**src/rtl/piso_serializer_if.sv**
```systemverilog
// piso_serializer_if: parallel frame load handshake between a producer and the serializer
interface piso_serializer_if #(parameter int WIDTH = 8);
  logic load_valid;
  logic load_ready;
  logic [WIDTH-1:0] load_data;
  modport master(output load_valid, load_data, input load_ready);
  modport slave(input load_valid, load_data, output load_ready);
endinterface

```
**src/rtl/piso_serializer.sv**
```systemverilog
// piso_serializer: loads a parallel frame and shifts it out one bit per shift_en edge
module piso_serializer #(
  parameter int WIDTH = 8,
  parameter bit MSB_FIRST = 1'b1,
  parameter logic IDLE_LEVEL = 1'b0,
  localparam int CW = $clog2(WIDTH + 1)
) (
  input  logic clk,
  input  logic reset_n,
  piso_serializer_if.slave ld,
  input  logic shift_en,
  input  logic sdi,
  input  logic abort,
  output logic sdo,
  output logic busy,
  output logic done,
  output logic [CW-1:0] bit_cnt
);
  typedef enum logic {IDLE, SHIFT} state_t;
  state_t state;
  logic [WIDTH-1:0] shreg;
  logic last;
  logic hs;
  assign busy = state == SHIFT;
  assign last = busy && bit_cnt == CW'(1) && shift_en;
  // a new frame may slip in on the edge that consumes the final bit
  assign ld.load_ready = !abort && (state == IDLE || last);
  assign hs = ld.load_valid && ld.load_ready;
  assign sdo = busy ? (MSB_FIRST ? shreg[WIDTH-1] : shreg[0]) : IDLE_LEVEL;
  always_ff @(posedge clk or negedge reset_n)
    if (!reset_n) begin
      state <= IDLE;
      shreg <= '0;
      bit_cnt <= '0;
      done <= 1'b0;
    end else if (abort) begin
      state <= IDLE;
      shreg <= '0;
      bit_cnt <= '0;
      done <= 1'b0;
    end else begin
      done <= last;
      if (hs) begin
        shreg <= ld.load_data;
        bit_cnt <= CW'(WIDTH);
        state <= SHIFT;
      end else if (busy && shift_en) begin
        shreg <= MSB_FIRST ? {shreg[WIDTH-2:0], sdi} : {sdi, shreg[WIDTH-1:1]};
        bit_cnt <= bit_cnt - CW'(1);
        state <= last ? IDLE : SHIFT;
      end
    end
endmodule

```
**src/flat_wrapper.sv**
```systemverilog
// flat-port wrapper written by rule: the top's interface ports become plain ports
module piso_serializer_flat 
#(
  parameter int WIDTH = 8,
  parameter bit MSB_FIRST = 1'b1,
  parameter logic IDLE_LEVEL = 1'b0,
  localparam int CW = $clog2(WIDTH + 1)
)
  (clk, reset_n, shift_en, sdi, abort, sdo, busy, done, bit_cnt, ld_load_valid, ld_load_data, ld_load_ready);
  piso_serializer_if #(.WIDTH(WIDTH)) ld_i ();
  input  logic clk;
  input  logic reset_n;
  input  logic shift_en;
  input  logic sdi;
  input  logic abort;
  output logic sdo;
  output logic busy;
  output logic done;
  output logic [CW-1:0] bit_cnt;
  input wire logic [$bits(ld_i.load_valid)-1:0] ld_load_valid;
  input wire logic [$bits(ld_i.load_data)-1:0] ld_load_data;
  output wire logic [$bits(ld_i.load_ready)-1:0] ld_load_ready;
  assign ld_i.load_valid = ld_load_valid;
  assign ld_i.load_data = ld_load_data;
  assign ld_load_ready = ld_i.load_ready;
  piso_serializer #(.WIDTH(WIDTH), .MSB_FIRST(MSB_FIRST), .IDLE_LEVEL(IDLE_LEVEL)) u_core (.clk(clk), .reset_n(reset_n), .ld(ld_i), .shift_en(shift_en), .sdi(sdi), .abort(abort), .sdo(sdo), .busy(busy), .done(done), .bit_cnt(bit_cnt));
endmodule
```
**config.mk**
```make
export PLATFORM = sky130hd
export DESIGN_NAME = piso_serializer_flat
export DESIGN_NICKNAME = d
export VERILOG_FILES = /design/src/rtl/piso_serializer_if.sv /design/src/rtl/piso_serializer.sv /design/src/flat_wrapper.sv
export SDC_FILE = /design/constraint.sdc
export NUM_CORES = 1
export LEC_CHECK = 0
export CAP_MARGIN = 20
export CORE_ASPECT_RATIO = 0.9
export CORE_UTILIZATION = 50
export CTS_CLUSTER_SIZE = 16
export DETAILED_ROUTE_END_ITERATION = 12
export HOLD_SLACK_MARGIN = 0.06
export MAX_ROUTING_LAYER = met4
export PLACE_DENSITY = 0.82
export SYNTH_ARGS = -nofsm -noshare
export SYNTH_HDL_FRONTEND = slang
export SYNTH_SLANG_ARGS = --single-unit
```
**constraint.sdc**
```tcl
create_clock -name clk -period 2.3 [get_ports clk]
set_input_delay 0.23 -clock clk [delete_from_list [all_inputs] [get_ports clk]]
set_output_delay 0.23 -clock clk [all_outputs]
set_load 0.02 [all_outputs]
```
-- Yosys cells after proc, flatten, opt, wreduce, memory -nomap -nowiden
Cells that the tools add are included.
- bits in registers: 14
- bits of input ports: 14
- output and inout port bits: 8
- logic and storage cells: 27
- add/sub/neg operators: 1
- equal/unequal tests: 1
- multiplexer cells: 12
- bitwise operators: 1
- reductions and logical operators: 8
- operator list (cell ; number):
    $mux 8 ; 3
    $mux 4 ; 3
    $mux 1 ; 6
    $logic_and 1x1->1 ; 5
    $eq 4x1->1 const B ; 1
    $sub 4x1->4 const B ; 1
    $reduce_bool 3->1 ; 1
    $logic_not 1->1 ; 1
    $logic_or 1x1->1 ; 1
    $not 1->1 ; 1

-- Depth between registers and ports, before layout
- depth in word-level cells: 8
- mapped depth: 6
- gate-level depth less buffers: 5

-- Least setup slack after synthesis
OpenSTA, ideal clock, no wires.
- path kind: register to register
- start point: register u_core.bit_cnt[1]
- end point: register u_core.shreg[6]
- library setup time: 0.127 ns
- arrival time: 1.432 ns
- required time: 2.173 ns
- slack: 0.741 ns
- stages on the path, launching flop included: 7
- buffers on the path: 1
- period minus slack after synthesis: 1.559 ns
- cells stage by stage: dfrtp_1 > inv_1 > ha_1 > and4bb_1 > o211a_4 > buf_6 > mux2i_1
- longest elaborated chain between the ends: 8
- elaborated cells between the ends (all ways): 9
- classes of those cells: eq/ne (1); mux (2); reduce/logical (6)
- ends and longest elaborated chain (item ; RTL line ; source):
    start: declaration ; piso_serializer.sv:17 ; output logic [CW-1:0] bit_cnt
    start signal: assignment ; piso_serializer.sv:45 ; bit_cnt <= CW'(WIDTH);
    start signal: assignment ; piso_serializer.sv:49 ; bit_cnt <= bit_cnt - CW'(1);
    $eq 4x1->1 (*) ; piso_serializer.sv:25 ; assign last = busy && bit_cnt == CW'(1) && shift_en;
    $logic_and 1x1->1 (*) (2 in a row) ; piso_serializer.sv:25 ;
    $logic_or 1x1->1 (*) ; piso_serializer.sv:27 ; assign ld.load_ready = !abort && (state == IDLE || last);
    $logic_and 1x1->1 (*) ; piso_serializer.sv:27 ;
    $logic_and 1x1->1 (*) ; piso_serializer.sv:28 ; assign hs = ld.load_valid && ld.load_ready;
    $mux 8 ; piso_serializer.sv:43 ; if (hs) begin
    $mux 8 ; piso_serializer.sv:36 ; end else if (abort) begin
    end signal: assignment ; piso_serializer.sv:44 ; shreg <= ld.load_data;
    end signal: assignment ; piso_serializer.sv:48 ; shreg <= MSB_FIRST ? {shreg[WIDTH-2:0], sdi} : {sdi, shreg[WIDTH-1:1]};
    end: declaration ; piso_serializer.sv:21 ; logic [WIDTH-1:0] shreg;
Mark *: on every way between the ends. The rest lies on a longest branch, timed or not.
A chain may end at the register's enable or synchronous reset.

-- Final worst setup path
- start point: register u_core.bit_cnt[1]
- end point: output port ld_load_ready
- longest elaborated chain between the ends: 5
- ends and longest elaborated chain (item ; RTL line ; source):
    $eq 4x1->1 ; piso_serializer.sv:25 ;
    $logic_and 1x1->1 (2 in a row) ; piso_serializer.sv:25 ;
    $logic_or 1x1->1 ; piso_serializer.sv:27 ;
    $logic_and 1x1->1 ; piso_serializer.sv:27 ;
    end: declaration ; flat_wrapper.sv:22 ; output wire logic [$bits(ld_i.load_ready)-1:0] ld_load_ready;
Every way passes these cells.

==> metrics.txt <==
status finished, final reports clean; Finished Cell Area 0.00110 mm^2; worst r2r path cells 4; Setup violations, final 0; number of distinct library cells after synthesis 29; crit path max fanout 3; Slowest-stage cell, CP dfrtp_1; crit path cell chain inv_1, ha_1, and4bb_1, nor2_1, nor2_1, dlymetal6s2s_1; Synth Warn # 0; I/O Buffers 21; initial drt markers 14; insertion delay to the later sink of the worst-skew pair 0.28 ns; deepest clock path buffer count 2; clock transition at the registers of the reported paths 0.09 ns; Max-cap violations 0; first-pass GRT wire length 2950 um; Routed WL 1840 um; Num CTS Buffers 3; instance area at placement 0.00106 mm^2; relative slew slack 0.570; ANT cells 0; Die H 40.7 um; Leak 0.472 nW; skew final 0.00326 ns; cell area after synthesis 833 um^2; First-pass DRT Iterations 4; Avg Cell Area, Syn 10.5 um^2; # IOs 22; Worst EP required 2.07 ns; share of the synthesized area in the top cell type 0.420; vias per cell 5.63; share of cells above drive strength 1 0.108; TritonCTS clock tree yes; die span in x 45.0 um; initial core utilization 0.557; Final Cycle Share 0.780; gp weighted congestion 0.830; Synth area leaders dfrtp_1 42%, mux2i_1 11%, nor2b_1 6.0%, a22oi_1 5.4%, a21oi_1 4.2%; Worst path most repeated cell nor2_1; Tmin final 1.79 ns; DR WL/cell 14.8 um; RSZ-0062 raised after global routing false; CTS sink count 14; total overflow reported by the global router 0; core area 0.00150 mm^2; cells after synthesis 79; initial antenna violation count 0; row cnt 13; antenna-violating nets left 0; Setup Buffers After CTS 0; Least-Margin Pin Slew 0.643 ns; Worst Setup End Kind primary output; Synth area leader dfrtp_1; flops & latches, synth 14; P&R area growth vs syn 31.5%; largest net degree at the start of global routing 17; hpwl dp 1360 um; vias in the first global route 639; Reg2Reg Setup Slack 0.74 ns; Critical Path Start Type register; maximum VDD drop 449 uV; max incr delay on CP 0.40 ns; worst r2r src u_core.bit_cnt[0]; fin nets 119; Overall Global Routing Usage 0.247; Vias 698; clock root buffer clkbuf_4; CP arrival 1.56 ns; die area 0.00183 mm^2; syn nets 95; # DRC 0; Hold Crit Class input port to asynchronous set/reset pin; setup total negative slack 0 ns; r2r endpoint u_core.bit_cnt[3]; Fin. Hold Viols 0; PD cells 547 mW/mm^2; CTS HTree Levels 1; Max Fclk 0.558 GHz; type of the worst setup path register to primary output; register area share after synthesis 0.420; Slew Viols, Final 0
-- state kept, by name, indices dropped and copies added (netlist names) --
name,cells
u_core.bit_cnt,4
u_core.busy,1
u_core.done,1
u_core.shreg,8
-- per-stage QoR --
| step | total power [mW] | instances | utilization | hold WS (ns) | worst slack [ns] |
|---|---|---|---|---|---|
| floorplan | 0.359 | 79 | - | -0.0656 | 0.741 |
| global placement | 0.416 | 120 | 0.707 | 0.571 | 0.318 |
| detailed placement | 0.423 | 120 | 0.707 | 0.580 | 0.296 |
| CTS | 0.602 | 124 | 0.731 | 0.349 | 0.120 |
| global route | 0.629 | 124 | 0.732 | 0.381 | 0.371 |
| finish | 0.600 | 124 | 0.732 | 0.338 | 0.506 |
-- cell type report --
class                      instances  area [um^2]
tap                               22         27.5
inverter                           4         15.0
sequential                        14          350
multi-input combinational         57          439
fill                             118          400
clock buffer                       4         36.3
timing repair buffer              23          228
-- cell families after synthesis --
kind of cell / Yosys count / share of synthesized area
AOI/OAI and AO/OA: 19 / 0.165
xor gates and xnor gates: 2 / 0.0210
adders and majority gates: 2 / 0.0300
buffers and inverters: 8 / 0.0526
DFF: 14 / 0.420
muxes: 10 / 0.125
and+or+nand+nor: 24 / 0.186
-- what timing repair did --
action | 4_1_cts | 5_1_grt
hold buffers | 0 | 0
gates resized for setup | 0 | 1
endpoints found under the setup margin | 0 | 1
endpoints found under the hold margin | 0 | 0
-- power breakdown --
part,switching [mW],internal [mW]
Combinational,0.0718,0.0719
Sequential,0.0120,0.262
Clock,0.0855,0.0962
Total,0.169,0.430
-- synthesized netlist by cell type (all sizes together) --
master / number
nor3b: 1
ha: 2
and4bb: 1
nor2b: 8
nor2: 3
a21oi: 7
buf: 4
nor4: 1
o211a: 1
xor2: 1
or2: 1
dfrtp: 14
and2: 2
nand2: 2
xnor2: 1
or3: 1
a31oi: 1
nand3: 1
a211o: 1
o21a: 1
mux2i: 10
inv: 4
nor3: 3
a32oi: 2
a22oi: 6
-- worst max path at each step --
stage                                 start              end  cells past startpoint  slack, ns
after global placement             shift_en    ld_load_ready                      5       0.32
after global routing      u_core.bit_cnt[0]    ld_load_ready                      5       0.37
after CTS                 u_core.bit_cnt[1]    ld_load_ready                      6       0.12
final                     u_core.bit_cnt[1]    ld_load_ready                      6       0.51
after floorplan           u_core.bit_cnt[1]  u_core.shreg[6]                      6       0.74
after detailed placement           shift_en    ld_load_ready                      5       0.30
-- per-layer routing --
layer	up-vias	track usage	part of all wire
li1	332	-	-
met1	345	0.290	0.43
met2	17	0.406	0.52
met3	4	0.0705	0.042
met4	0	0.0985	0.013
met5	-	-	0
-- critical path: cells and delay by family, from the launching register on --
family,cells,cell delay (ns)
DFF,1,0.40
and+or+nand+nor,3,0.39
buffers and inverters,2,0.33
adders and majority gates,1,0.17
-- cells in the final DEF (no fill, tap or decap), types with 2 or more instances in the layout --
master / instances
a21oi_1: 7
a22oi_1: 6
a32oi_1: 2
and2_1: 2
buf_4: 2
clkbuf_4: 3
clkdlybuf4s50_1: 20
dfrtp_1: 14
ha_1: 2
inv_1: 4
mux2i_1: 9
nand2_1: 2
nor2_1: 3
nor2b_1: 8
nor3_2: 2
Note: power is estimated with default switching activity, not from simulation.
